## src/rtl/riscv_ctrl_pkg.sv

```systemverilog
// Shared encodings for the RISC-V control path: opcodes, ALUOp, forwarding selects
// and the control-field counts carried by each pipeline stage register.
package riscv_ctrl_pkg;

   typedef enum logic [6:0] {
      OP_RTYPE = 7'b0110011,
      OP_LW    = 7'b0000011,
      OP_SW    = 7'b0100011,
      OP_BEQ   = 7'b1100011
   } opcode_t;

   localparam logic [1:0] ALUOP_ADD   = 2'b00;
   localparam logic [1:0] ALUOP_SUB   = 2'b01;
   localparam logic [1:0] ALUOP_FUNCT = 2'b10;

   localparam logic [1:0] FWD_RF    = 2'b00;
   localparam logic [1:0] FWD_EXMEM = 2'b10;
   localparam logic [1:0] FWD_MEMWB = 2'b01;

   // Single-bit controls held per stage (ALUOp, valid and register fields are extra)
   localparam int IDEX_CTRL_BITS  = 6;
   localparam int EXMEM_CTRL_BITS = 5;
   localparam int MEMWB_CTRL_BITS = 2;

   // The younger producer (EX/MEM) wins over MEM/WB when both match
   function automatic logic [1:0] fwd_sel(input logic hit_mem, input logic hit_wb);
      if (hit_mem)
         return FWD_EXMEM;
      else if (hit_wb)
         return FWD_MEMWB;
      else
         return FWD_RF;
   endfunction

endpackage

```

## src/rtl/ctrl_stage_reg.sv

```systemverilog
// Generic pipeline stage register: reset/bubble clear to zero, load captures d, else hold.
// One-cycle latency; hold is the only form of backpressure.
module ctrl_stage_reg #(
   parameter int W = 8
) (
   input  logic         clk,
   input  logic         rst,
   input  logic         load,
   input  logic         bubble,
   input  logic [W-1:0] d,
   output logic [W-1:0] q
);

   always_ff @(posedge clk) begin
      if (rst || bubble)
         q <= '0;
      else if (load)
         q <= d;
   end

endmodule

```

## src/rtl/ctrl_pipeline.sv

```systemverilog
// ID->EX->MEM->WB control carrier with load-use stall, MEM-resolved branch flush and
// EX forwarding selects. One stage per cycle; stall holds PC/IF-ID and bubbles ID/EX.
module ctrl_pipeline
   import riscv_ctrl_pkg::*;
#(
   parameter int REG_W   = 5,
   parameter int ALUOP_W = 2
) (
   input  logic               clk,
   input  logic               rst,
   input  logic               id_valid,
   input  logic               id_branch,
   input  logic               id_memread,
   input  logic               id_memtoreg,
   input  logic               id_memwrite,
   input  logic               id_alusrc,
   input  logic               id_regwrite,
   input  logic [ALUOP_W-1:0] id_aluop,
   input  logic [REG_W-1:0]   id_rs1,
   input  logic [REG_W-1:0]   id_rs2,
   input  logic [REG_W-1:0]   id_rd,
   input  logic               mem_zero,
   output logic               ex_alusrc,
   output logic [ALUOP_W-1:0] ex_aluop,
   output logic [REG_W-1:0]   ex_rs1,
   output logic [REG_W-1:0]   ex_rs2,
   output logic               mem_memread,
   output logic               mem_memwrite,
   output logic               wb_regwrite,
   output logic               wb_memtoreg,
   output logic [REG_W-1:0]   wb_rd,
   output logic               branch_taken,
   output logic               pc_write,
   output logic               ifid_write,
   output logic               ifid_flush,
   output logic [1:0]         forward_a,
   output logic [1:0]         forward_b
);

   localparam int IDEX_W  = 1 + IDEX_CTRL_BITS + ALUOP_W + 3 * REG_W;
   localparam int EXMEM_W = 1 + EXMEM_CTRL_BITS + REG_W;
   localparam int MEMWB_W = 1 + MEMWB_CTRL_BITS + REG_W;

   logic [IDEX_W-1:0]  idex_q;
   logic [EXMEM_W-1:0] exmem_q;
   logic [MEMWB_W-1:0] memwb_q;

   logic               ex_valid, ex_branch, ex_memread, ex_memtoreg, ex_memwrite;
   logic               ex_alusrc_r, ex_regwrite;
   logic [ALUOP_W-1:0] ex_aluop_r;
   logic [REG_W-1:0]   ex_rd;
   logic               mem_valid, mem_branch, mem_memread_r, mem_memwrite_r;
   logic               mem_memtoreg, mem_regwrite;
   logic [REG_W-1:0]   mem_rd;
   logic               wb_valid, wb_regwrite_r, wb_memtoreg_r;
   logic               stall;
   logic               hit_mem_a, hit_mem_b, hit_wb_a, hit_wb_b;

   assign {ex_valid, ex_branch, ex_memread, ex_memtoreg, ex_memwrite, ex_alusrc_r,
           ex_regwrite, ex_aluop_r, ex_rd, ex_rs1, ex_rs2} = idex_q;
   assign {mem_valid, mem_branch, mem_memread_r, mem_memwrite_r, mem_memtoreg,
           mem_regwrite, mem_rd} = exmem_q;
   assign {wb_valid, wb_regwrite_r, wb_memtoreg_r, wb_rd} = memwb_q;

   assign stall = id_valid && ex_valid && ex_memread && (ex_rd != '0) &&
                  ((ex_rd == id_rs1) || (ex_rd == id_rs2));

   assign branch_taken = mem_valid && mem_branch && mem_zero;
   assign ifid_flush   = branch_taken;
   // A taken branch must redirect the PC even if a load-use hazard is also present
   assign pc_write     = !stall || branch_taken;
   assign ifid_write   = pc_write;

   ctrl_stage_reg #(.W(IDEX_W)) u_idex (
      .clk    (clk),
      .rst    (rst),
      .load   (1'b1),
      .bubble (stall || branch_taken || !id_valid),
      .d      ({id_valid, id_branch, id_memread, id_memtoreg, id_memwrite, id_alusrc,
                id_regwrite, id_aluop, id_rd, id_rs1, id_rs2}),
      .q      (idex_q)
   );

   ctrl_stage_reg #(.W(EXMEM_W)) u_exmem (
      .clk    (clk),
      .rst    (rst),
      .load   (1'b1),
      .bubble (branch_taken),
      .d      ({ex_valid, ex_branch, ex_memread, ex_memwrite, ex_memtoreg,
                ex_regwrite, ex_rd}),
      .q      (exmem_q)
   );

   ctrl_stage_reg #(.W(MEMWB_W)) u_memwb (
      .clk    (clk),
      .rst    (rst),
      .load   (1'b1),
      .bubble (1'b0),
      .d      ({mem_valid, mem_regwrite, mem_memtoreg, mem_rd}),
      .q      (memwb_q)
   );

   assign hit_mem_a = mem_valid && mem_regwrite && (mem_rd != '0) && (mem_rd == ex_rs1);
   assign hit_mem_b = mem_valid && mem_regwrite && (mem_rd != '0) && (mem_rd == ex_rs2);
   assign hit_wb_a  = wb_valid && wb_regwrite_r && (wb_rd != '0) && (wb_rd == ex_rs1);
   assign hit_wb_b  = wb_valid && wb_regwrite_r && (wb_rd != '0) && (wb_rd == ex_rs2);
   assign forward_a = fwd_sel(hit_mem_a, hit_wb_a);
   assign forward_b = fwd_sel(hit_mem_b, hit_wb_b);

   assign ex_alusrc    = ex_valid && ex_alusrc_r;
   assign ex_aluop     = ex_aluop_r & {ALUOP_W{ex_valid}};
   assign mem_memread  = mem_valid && mem_memread_r;
   assign mem_memwrite = mem_valid && mem_memwrite_r;
   assign wb_regwrite  = wb_valid && wb_regwrite_r;
   assign wb_memtoreg  = wb_valid && wb_memtoreg_r;

endmodule

```

## config.mk

```make
export PLATFORM = sky130hd
export DESIGN_NAME = ctrl_pipeline
export DESIGN_NICKNAME = d
export VERILOG_FILES = /design/src/rtl/riscv_ctrl_pkg.sv /design/src/rtl/ctrl_stage_reg.sv /design/src/rtl/ctrl_pipeline.sv
export SDC_FILE = /design/constraint.sdc
export NUM_CORES = 1
export LEC_CHECK = 0
export CORE_AREA = 2 2 90 92
export CTS_CLUSTER_DIAMETER = 200
export DETAILED_ROUTE_END_ITERATION = 10
export DIE_AREA = 0 0 92 94
export SLEW_MARGIN = 5
export SYNTH_ARGS = -nofsm -noshare
export SYNTH_HDL_FRONTEND = slang
export SYNTH_SLANG_ARGS = --single-unit
```

## constraint.sdc

```tcl
create_clock -name clk -period 4.23 [get_ports clk]
set_clock_uncertainty 0.2 [all_clocks]
set_input_delay 0.423 -clock clk [delete_from_list [all_inputs] [get_ports clk]]
set_output_delay 0.423 -clock clk [all_outputs]
set_load 0.005 [all_outputs]
```

==> results.json <==
{
  "multi_input_area_um2": 832,
  "grt_max_degree": 36,
  "antenna_left": 0,
  "critPathCaptureType": "output port",
  "worstPathArrival_ns": 2.29,
  "ys_seq_elements": 43,
  "groute.usage.overall_pct": 10.1,
  "ctsHoldBuffers": 0,
  "clk_path_buf_depth": 2,
  "drc": 0,
  "synth_edf_count": 0,
  "die-height_um": 94,
  "post_cts_buffers": 0,
  "core_area_um2": 7610,
  "root_buffer": "clkbuf_8",
  "routed_wl_mm": 4.17,
  "yosys.cell_types.count": 22,
  "cts_tree": "yes",
  "worst_setup_path_start_kind": "flip-flop",
  "start_util_pct": 24.5,
  "num_vias": 1406,
  "worstMarginPinSlew_ns": 1.20,
  "dieWidth_um": 92,
  "cts_buffers": 5,
  "peakVddDrop_mv": 0.162,
  "p_sw_w": 0.000186,
  "fin_hold_ws_ns": 0.230,
  "fmax_mhz": 344,
  "synth_area_um2": 1870,
  "ys_warn_count": 0,
  "comb_power_share_pct": 10.7,
  "hp-class": "reg2reg",
  "setup_viol": 0,
  "fin_crit_ns": 2.91,
  "required_ns": 3.61,
  "nFillCells": 803,
  "ys_top_cells_by_area": "dfxtp_1 46%, xnor2_1 10%, buf_4 7.6%, nand3_1 7.5%, a21oi_1 6.7%",
  "rsz0062_at_grt": "no",
  "fin_nets": 264,
  "setup_tns_ns": 0,
  "power.share.sequential_pct": 51.8,
  "io_pins": 57,
  "internal_power_w": 0.000647,
  "yosysSeqAreaShare_pct": 46.1,
  "power_frac_clock_pct": 37.6,
  "slew_headroom_pct": 20.0,
  "num_antenna_cells": 0,
  "final_cell_mix": "56 x clkdlybuf4s50_1, 43 x dfxtp_1, 28 x nand3_1, 24 x a21oi_1, 22 x xnor2_1",
  "synth_flop_cell": "dfxtp_1",
  "p_sw_share_pct": 22.3,
  "cp_max_fo": 4,
  "num_rows": 32,
  "cts_resized": 0,
  "dp_hpwl_mm": 3.15,
  "avgSynthCellArea_um2": 9.33,
  "cts_sinks": 43,
  "grt_overflow": 0,
  "design_area_um2": 2520,
  "critPathKind": "reg2out",
  "finalHoldViolations": 0,
  "power.leakage_nw": 0.939,
  "seq_area_um2": 861,
  "synthToLayoutAreaGrowth_pct": 34.9,
  "outcome": "finished clean",
  "layout-drive-gt1-share_pct": 7.14,
  "final_common_cell": "clkdlybuf4s50_1",
  "grt_pass1_vias": 1369,
  "routabilityCongestion": 0.800,
  "cts_htree_levels": 2,
  "yosys.area.top_type": "dfxtp_1",
  "drv_cap": 0,
  "antenna_found_initial": 0,
  "grt_pass1_wl_mm": 6.79,
  "routedWlPerCell_um": 12.3,
  "p_total_w": 0.000832,
  "die-area_um2": 8650,
  "dr.pass1.iters": 4,
  "async_flop_share_pct": 0,
  "post_dp_cell_area_um2": 2400,
  "clk_pin_slew_ns": 0.08,
  "netlist_instances": 200,
  "initialDrtViolationCount": 45,
  "fin_crit_sh_pct": 68.8,
  "io_buffer_count": 56,
  "clk_latency_ns": 0.29,
  "avgViaCountPerCell": 4.14,
  "syn_nets": 227,
  "p_per_area_nw_per_um2": 331,
  "drv_slew": 0,
  "synth_top_area_share_pct": 46.1
}
==> power groups by stage <==
stage	combinational [W]	clock [W]	sequential, W
after floorplan	0.0000496	0	0.000436
after CTS	0.0000901	0.000322	0.000431
after detailed placement	0.0000898	0	0.000441
after global placement	0.0000891	0	0.000440
final	0.0000890	0.000313	0.000431
after global routing	0.0000979	0.000339	0.000433
==> routing by layer <==
metal / share of wire [%] / GRT usage (%) / vias up
met5: 0 / 0 / -
met4: 1.2 / 3.73 / 0
met3: 6.8 / 3.21 / 7
met2: 46 / 16.5 / 43
met1: 46 / 12.6 / 630
li1: - / - / 726
==> path summary, 6_finish.rpt <==
check                            from                       to  slack (ns)  cells past startpoint
min reg2reg   u_idex.q[19]$_SDFF_PP0_  u_exmem.q[7]$_SDFF_PP0_        0.23                      1
min           u_idex.q[19]$_SDFF_PP0_  u_exmem.q[7]$_SDFF_PP0_        0.23                      1
max reg2reg  u_exmem.q[10]$_SDFF_PP0_   u_idex.q[4]$_SDFF_PP0_        2.11                      4
max           u_exmem.q[1]$_SDFF_PP0_             forward_b[0]        1.32                      5
==> cell families (layout without fill, tap and decap cells) <==
family,Yosys count,after routing,share of synthesized area [%]
XOR/XNOR,30,30,14.1
AO/OA/AOI/OAI,28,28,8.12
buffers and inverters,29,67,9.93
flip-flops,43,43,46.1
AND/OR/NAND/NOR,70,70,21.7
==> flip-flops by register name, summed over array words and instances (netlist names) <==
name and cells:
u_exmem.q 11, u_idex.q 24, u_memwb.q 8
==> critical path: stages (launching register included) <==
cell and delay [ns]:
dfxtp_1 0.35, or4_1 0.55, o211ai_2 0.19, nor4_1 0.12, nor4_2 0.26, clkdlybuf4s50_1 0.53
==> synth_stat cells (2+ instances only) <==
cell	instances
nor2b_1	8
nor4_2	2
nor2_1	2
nand2_1	3
and2_1	18
nand4_1	2
buf_4	19
clkbuf_1	6
a21oi_1	25
or4_1	2
dfxtp_1	43
nand3_1	28
buf_2	4
xor2_1	8
xnor2_1	22
nor4_1	2
==> through the flow <==
step	utilization, %	std cells	setup WS, ns
floorplan	-	200	2.08
global placement	31.6	332	1.56
detailed placement	31.6	332	1.52
CTS	33.1	340	1.28
global route	33.1	340	1.19
finish	33.1	340	1.32
==> area by class of cell <==
| class | count | share of cell area [%] |
|---|---|---|
| Sequential cell | 43 | 34.2 |
| Timing Repair Buffer | 59 | 23.2 |
| Tap cell | 102 | 5.07 |
| Clock buffer | 5 | 2.73 |
| Multi-Input combinational cell | 128 | 33.1 |
| Clock inverter | 3 | 1.74 |
Note: power is estimated with default switching activity, not from simulation.
==> variant 1, RTL diff (same settings) <==
Change the parameter `REG_W` from 5 to 7.
--- a/src/rtl/ctrl_pipeline.sv
+++ b/src/rtl/ctrl_pipeline.sv
@@ -4,5 +4,5 @@
    import riscv_ctrl_pkg::*;
 #(
-   parameter int REG_W   = 5,
+   parameter int REG_W   = 7,
    parameter int ALUOP_W = 2
 ) (
Interface: changed (6 resized); port bits go from 57 to 69. The function was not compared with the original's and may differ.
==> variant 1 against the original RTL <==
  * Design area up 22%
  * Die area unchanged
  * Via count up 25%
  * Worst setup slack better by 230 ps
  * Combinational power up 28%
  * Synthesized area up 27%
  * Sequential cell count up 10
  * Wire length up 27%
  * Power up 18%
  * Largest power group unchanged
==> variant 1: results (changes against the original RTL) <==
arrival_ps: 2060  # was 2290 ps
min_path_cells: 1  # unchanged
ys_types: 20  # was 22
slew_headroom_pct: 43.6  # was 20.0%
startpoint: "id_valid"  # was u_exmem.q[1]
timing.rr.start: "u_exmem.q[12]"  # was u_exmem.q[10]
synthesis.instances: 254  # was 200
drt_wl_total_um: 5290  # was 4170 um
diodes: 0  # unchanged
worstHoldStart: "u_idex.q[26]"  # was u_idex.q[19]
first_global_vias: 1705  # was 1369
hold_end: "u_exmem.q[8]"  # was u_exmem.q[7]
regArea_sq_um: 1060  # was 861 sq um
p_leak_uw: 0.00123  # was 0.000939 uW
grt_pass1_wl_um: 8520  # was 6790 um
yosys_register_bits: 53  # was 43
nNetsFinal: 326  # was 264
grtUsageTotal_pct: 12.5  # was 10.1%
final_area_sq_um: 3070  # was 2520 sq um
synth_common_cells: "dfxtp_1 (53), a21oi_1 (32), nand3_1 (32)"  # was dfxtp_1 (43), nand3_1 (28), a21oi_1 (25)
layout-drive-gt1-share_pct: 5.44  # was 7.14%
clock_power_uw: 338  # was 313 uW
preCtsSetupSlack_ps: 1530  # was 1520 ps
switching_share_pct: 22.7  # was 22.3%
peakVddDrop_uv: 124  # was 162 uV
avgRoutedWirePerCell_um: 13.3  # was 12.3 um
yosysSeqAreaShare_pct: 44.6  # was 46.1%
reg2reg_to: "u_idex.q[19]"  # was u_idex.q[4]
io_buffers: 68  # was 56
status: "finished clean"  # unchanged
buffers: 71  # was 59
routabilityCongestion: 0.782  # was 0.800
post_dp_cell_area_sq_um: 2960  # was 2400 sq um
clkCellAreaFrac_pct: 3.66  # was 4.48%
placed_cells: 388  # was 332
top_regs: "u_idex.q (30), u_exmem.q (13), u_memwb.q (10)"  # was u_idex.q (24), u_exmem.q (11), u_memwb.q (8)
worst_hold_slack_ps: 234  # was 230 ps
synth.cell_area_sq_um: 2380  # was 1870 sq um
rr_worst_depth: 4  # unchanged
signal_buffer_area_fraction_pct: 22.9  # was 23.2%
path_max_fanout: 31  # was 4
dr.first_iter.drc_count: 82  # was 45
viasPerCell: 4.45  # was 4.14
dp_hpwl_um: 4010  # was 3150 um
finalCritPeriodShare_pct: 63.4  # was 68.8%
endpoint: "ifid_write"  # was forward_b[0]
antenna_found_initial: 0  # unchanged
clk_latency_ps: 310  # was 290 ps
comb_power_share_pct: 11.6  # was 10.7%
grt_max_degree: 44  # was 36
synth_area_leaders: "dfxtp_1 (45%), xor2_1 (8.1%), buf_4 (7.9%)"  # was dfxtp_1 (46%), xnor2_1 (10%), buf_4 (7.6%)
power.internal_uw: 761  # was 647 uW
[variant 1: cell types whose count changed after synthesis, moves of 4 or more]
| cell | delta |
|---|---|
| dfxtp_1 | +10 |
| xor2_1 | +14 |
| buf_2 | +5 |
| nor4_1 | +4 |
| nor3_1 | +5 |
| buf_4 | +6 |
| nand3_1 | +4 |
| a21oi_1 | +7 |
[variant 1: layer usage]
metal,vias to the layer above,GRT usage [%],wire length (um)
met5,-,0,0
met4,0,4.10,53
met3,4,2.17,233
met2,54,20.0,2440
met1,801,17.2,2560
li1,905,-,-
[variant 1: cells by family after synthesis]
| logic type | count (synthesis) | synth area share, % |
|---|---|---|
| simple gates | 86 | 20.9 |
| flops | 53 | 44.6 |
| xor+xnor | 42 | 15.5 |
| buf+inv | 39 | 10.6 |
| compound gates | 34 | 8.42 |
[variant 1: critical path: stages]
cell	delay, ps
clkdlybuf4s50_1	460
buf_4	300
nand3_1	140
a21oi_2	130
nand3b_1	130
clkdlybuf4s50_1	470
==> variant 2, RTL diff (same settings) <==
Made on the original files. Register the output `ex_alusrc`; this adds one clock of latency there. The other outputs are not delayed to match.
--- a/src/rtl/ctrl_pipeline.sv
+++ b/src/rtl/ctrl_pipeline.sv
@@ -108,5 +108,7 @@
    assign forward_b = fwd_sel(hit_mem_b, hit_wb_b);
 
-   assign ex_alusrc    = ex_valid && ex_alusrc_r;
+   always_ff @(posedge clk) begin
+       ex_alusrc <= ex_valid && ex_alusrc_r;
+   end
    assign ex_aluop     = ex_aluop_r & {ALUOP_W{ex_valid}};
    assign mem_memread  = mem_valid && mem_memread_r;
Check against the original RTL: not equivalent (a bounded check fails within 4 cycles, from zero or initial values and one cycle with rst high).
==> variant 2 against the original RTL <==
  * Worst setup slack improved by 6.5 ps
  * Sequential cell count rose by 1
  * Largest power group unchanged
  * First-iteration DRC count fell by 6.7%
  * Critical path depth is the same
  * Synthesized cell count grew 0.50%
  * Critical path type unchanged
  * Power grew 3.0%
  * Wire length fell by 2.1%
  * Via count about the same
  * Utilization is 0.38 points higher
  * Design area rose by 1.1%
  * Synthesized area up 1.1%
==> variant 2: results (changes against the original RTL) <==
status: "finished clean"  # unchanged
antenna_found_initial: 0  # unchanged
ys_types: 22  # unchanged
clockBufferDepth: 2  # unchanged
io_buffers: 56  # unchanged
r2r_setup_slack_ps: 2190  # was 2110 ps
yosysSeqAreaShare_pct: 46.7  # was 46.1%
layout-drive-gt1-share_pct: 7.11  # was 7.14%
peakVddDrop_uv: 201  # was 162 uV
startpoint: "u_exmem.q[1]"  # unchanged
routabilityCongestion: 0.762  # was 0.800
clockRootBuffer: "clkbuf_8"  # unchanged
grtUsageTotal_pct: 9.83  # was 10.1%
tightestPinTransition_ps: 1130  # was 1200 ps
worstHoldStart: "u_idex.q[20]"  # was u_idex.q[19]
dr.first_iter.drc_count: 42  # was 45
cts-resized-gates: 0  # unchanged
finalCritPeriodShare_pct: 68.7  # was 68.8%
dr_total_vias: 1405  # was 1406
post_cts_buffers: 0  # unchanged
syn_nets: 228  # was 227
clkSlewWorstSetupHoldPaths_ps: 80  # about the same
drt_pass1_iterations: 4  # unchanged
critPathMaxStageDelay_ps: 550  # about the same
h-tree-depth: 2  # unchanged
hold_path_class: "reg -> reg"  # unchanged
nNetsFinal: 265  # was 264
diodes: 0  # unchanged
top_regs: "u_idex.q (24), u_exmem.q (11), u_memwb.q (8)"  # unchanged
yosys.area.top_type: "dfxtp_1"  # unchanged
cts_buffers: 5  # unchanged
crit_slowest_cell: "or4_1"  # unchanged
grt_pass1_wl_um: 6660  # was 6790 um
synth_area_leaders: "dfxtp_1 (47%), xnor2_1 (10%), buf_4 (7.6%)"  # was dfxtp_1 (46%), xnor2_1 (10%), buf_4 (7.6%)
synth_warnings: 0  # unchanged
arrival_ps: 2280
grt_max_degree: 36  # unchanged
cp_top_family: "simple AND/OR/NAND/NOR gates"  # unchanged
p_leak_uw: 0.000951  # was 0.000939 uW
dp_hpwl_um: 3180  # was 3150 um
async_reset_ff_share_pct: 0  # unchanged
timing.rr.start: "u_exmem.q[10]"  # unchanged
clk_latency_ps: 280
drt_wl_total_um: 4090  # was 4170 um
synth_common_cells: "dfxtp_1 (44), nand3_1 (28), a21oi_1 (25)"  # was dfxtp_1 (43), nand3_1 (28), a21oi_1 (25)
preCtsSetupSlack_ps: 1560  # was 1520 ps
path_max_fanout: 4  # unchanged
==> variant 2: cell count changes after synthesis <==
cell	change
dfxtp_1	+1
==> variant 2: power breakdown <==
group	internal, uW	total (uW)	switching [uW]
logic	53.0	89.0	36.0
clock network	193	328	135
registers	428	440	12.4
==> variant 2: final timing paths <==
kind / depth (start not counted) / to
setup / recovery: 5 / forward_a[0]
hold reg to reg: 1 / u_exmem.q[6]
setup reg to reg: 4 / u_idex.q[8]
hold / removal: 1 / u_exmem.q[6]
==> variant 2: cells by family after synthesis <==
group / Yosys count / synth area share (%)
AND/OR/NAND/NOR: 70 / 21.5
AO/OA/AOI/OAI: 28 / 8.03
buffers and inverters: 29 / 9.82
flip-flops: 44 / 46.7
XOR/XNOR: 30 / 13.9
==> variant 2: per-stage QoR <==
| step | cells | hold slack [ps] | cell area (sq um) | power [uW] |
|---|---|---|---|---|
| finish | 341 | 231 | 2540 | 858 |
| global route | 341 | 257 | 2540 | 899 |
| CTS | 341 | 234 | 2540 | 869 |
| detailed placement | 333 | 214 | 2420 | 541 |
| global placement | 333 | 209 | 2420 | 540 |
| floorplan | 201 | 206 | 1890 | 496 |
==> variant 2: final cells by class <==
cell class | count | area, sq um
Fill cell | 794 | 5060
Sequential cell | 44 | 881
Multi-Input combinational cell | 128 | 832
Timing Repair Buffer | 59 | 583
Tap cell | 102 | 128
Clock buffer | 6 | 82.6
Clock inverter | 2 | 38.8
==> variant 2: per-layer routing <==
metal	track usage (%)	wire length, um	vias to the layer above
met5	0	0	-
met3	3.29	292	0
met2	15.5	1870	51
li1	-	-	729
met4	2.36	0	0
met1	13.0	1920	625
==> variant 2: worst register-to-register path: cells and delay by family, from the launching register on <==
kind / cells / cell delay, ps
AO/OA/AOI/OAI: 1 / 170
flip-flops: 1 / 360
AND/OR/NAND/NOR: 3 / 1240
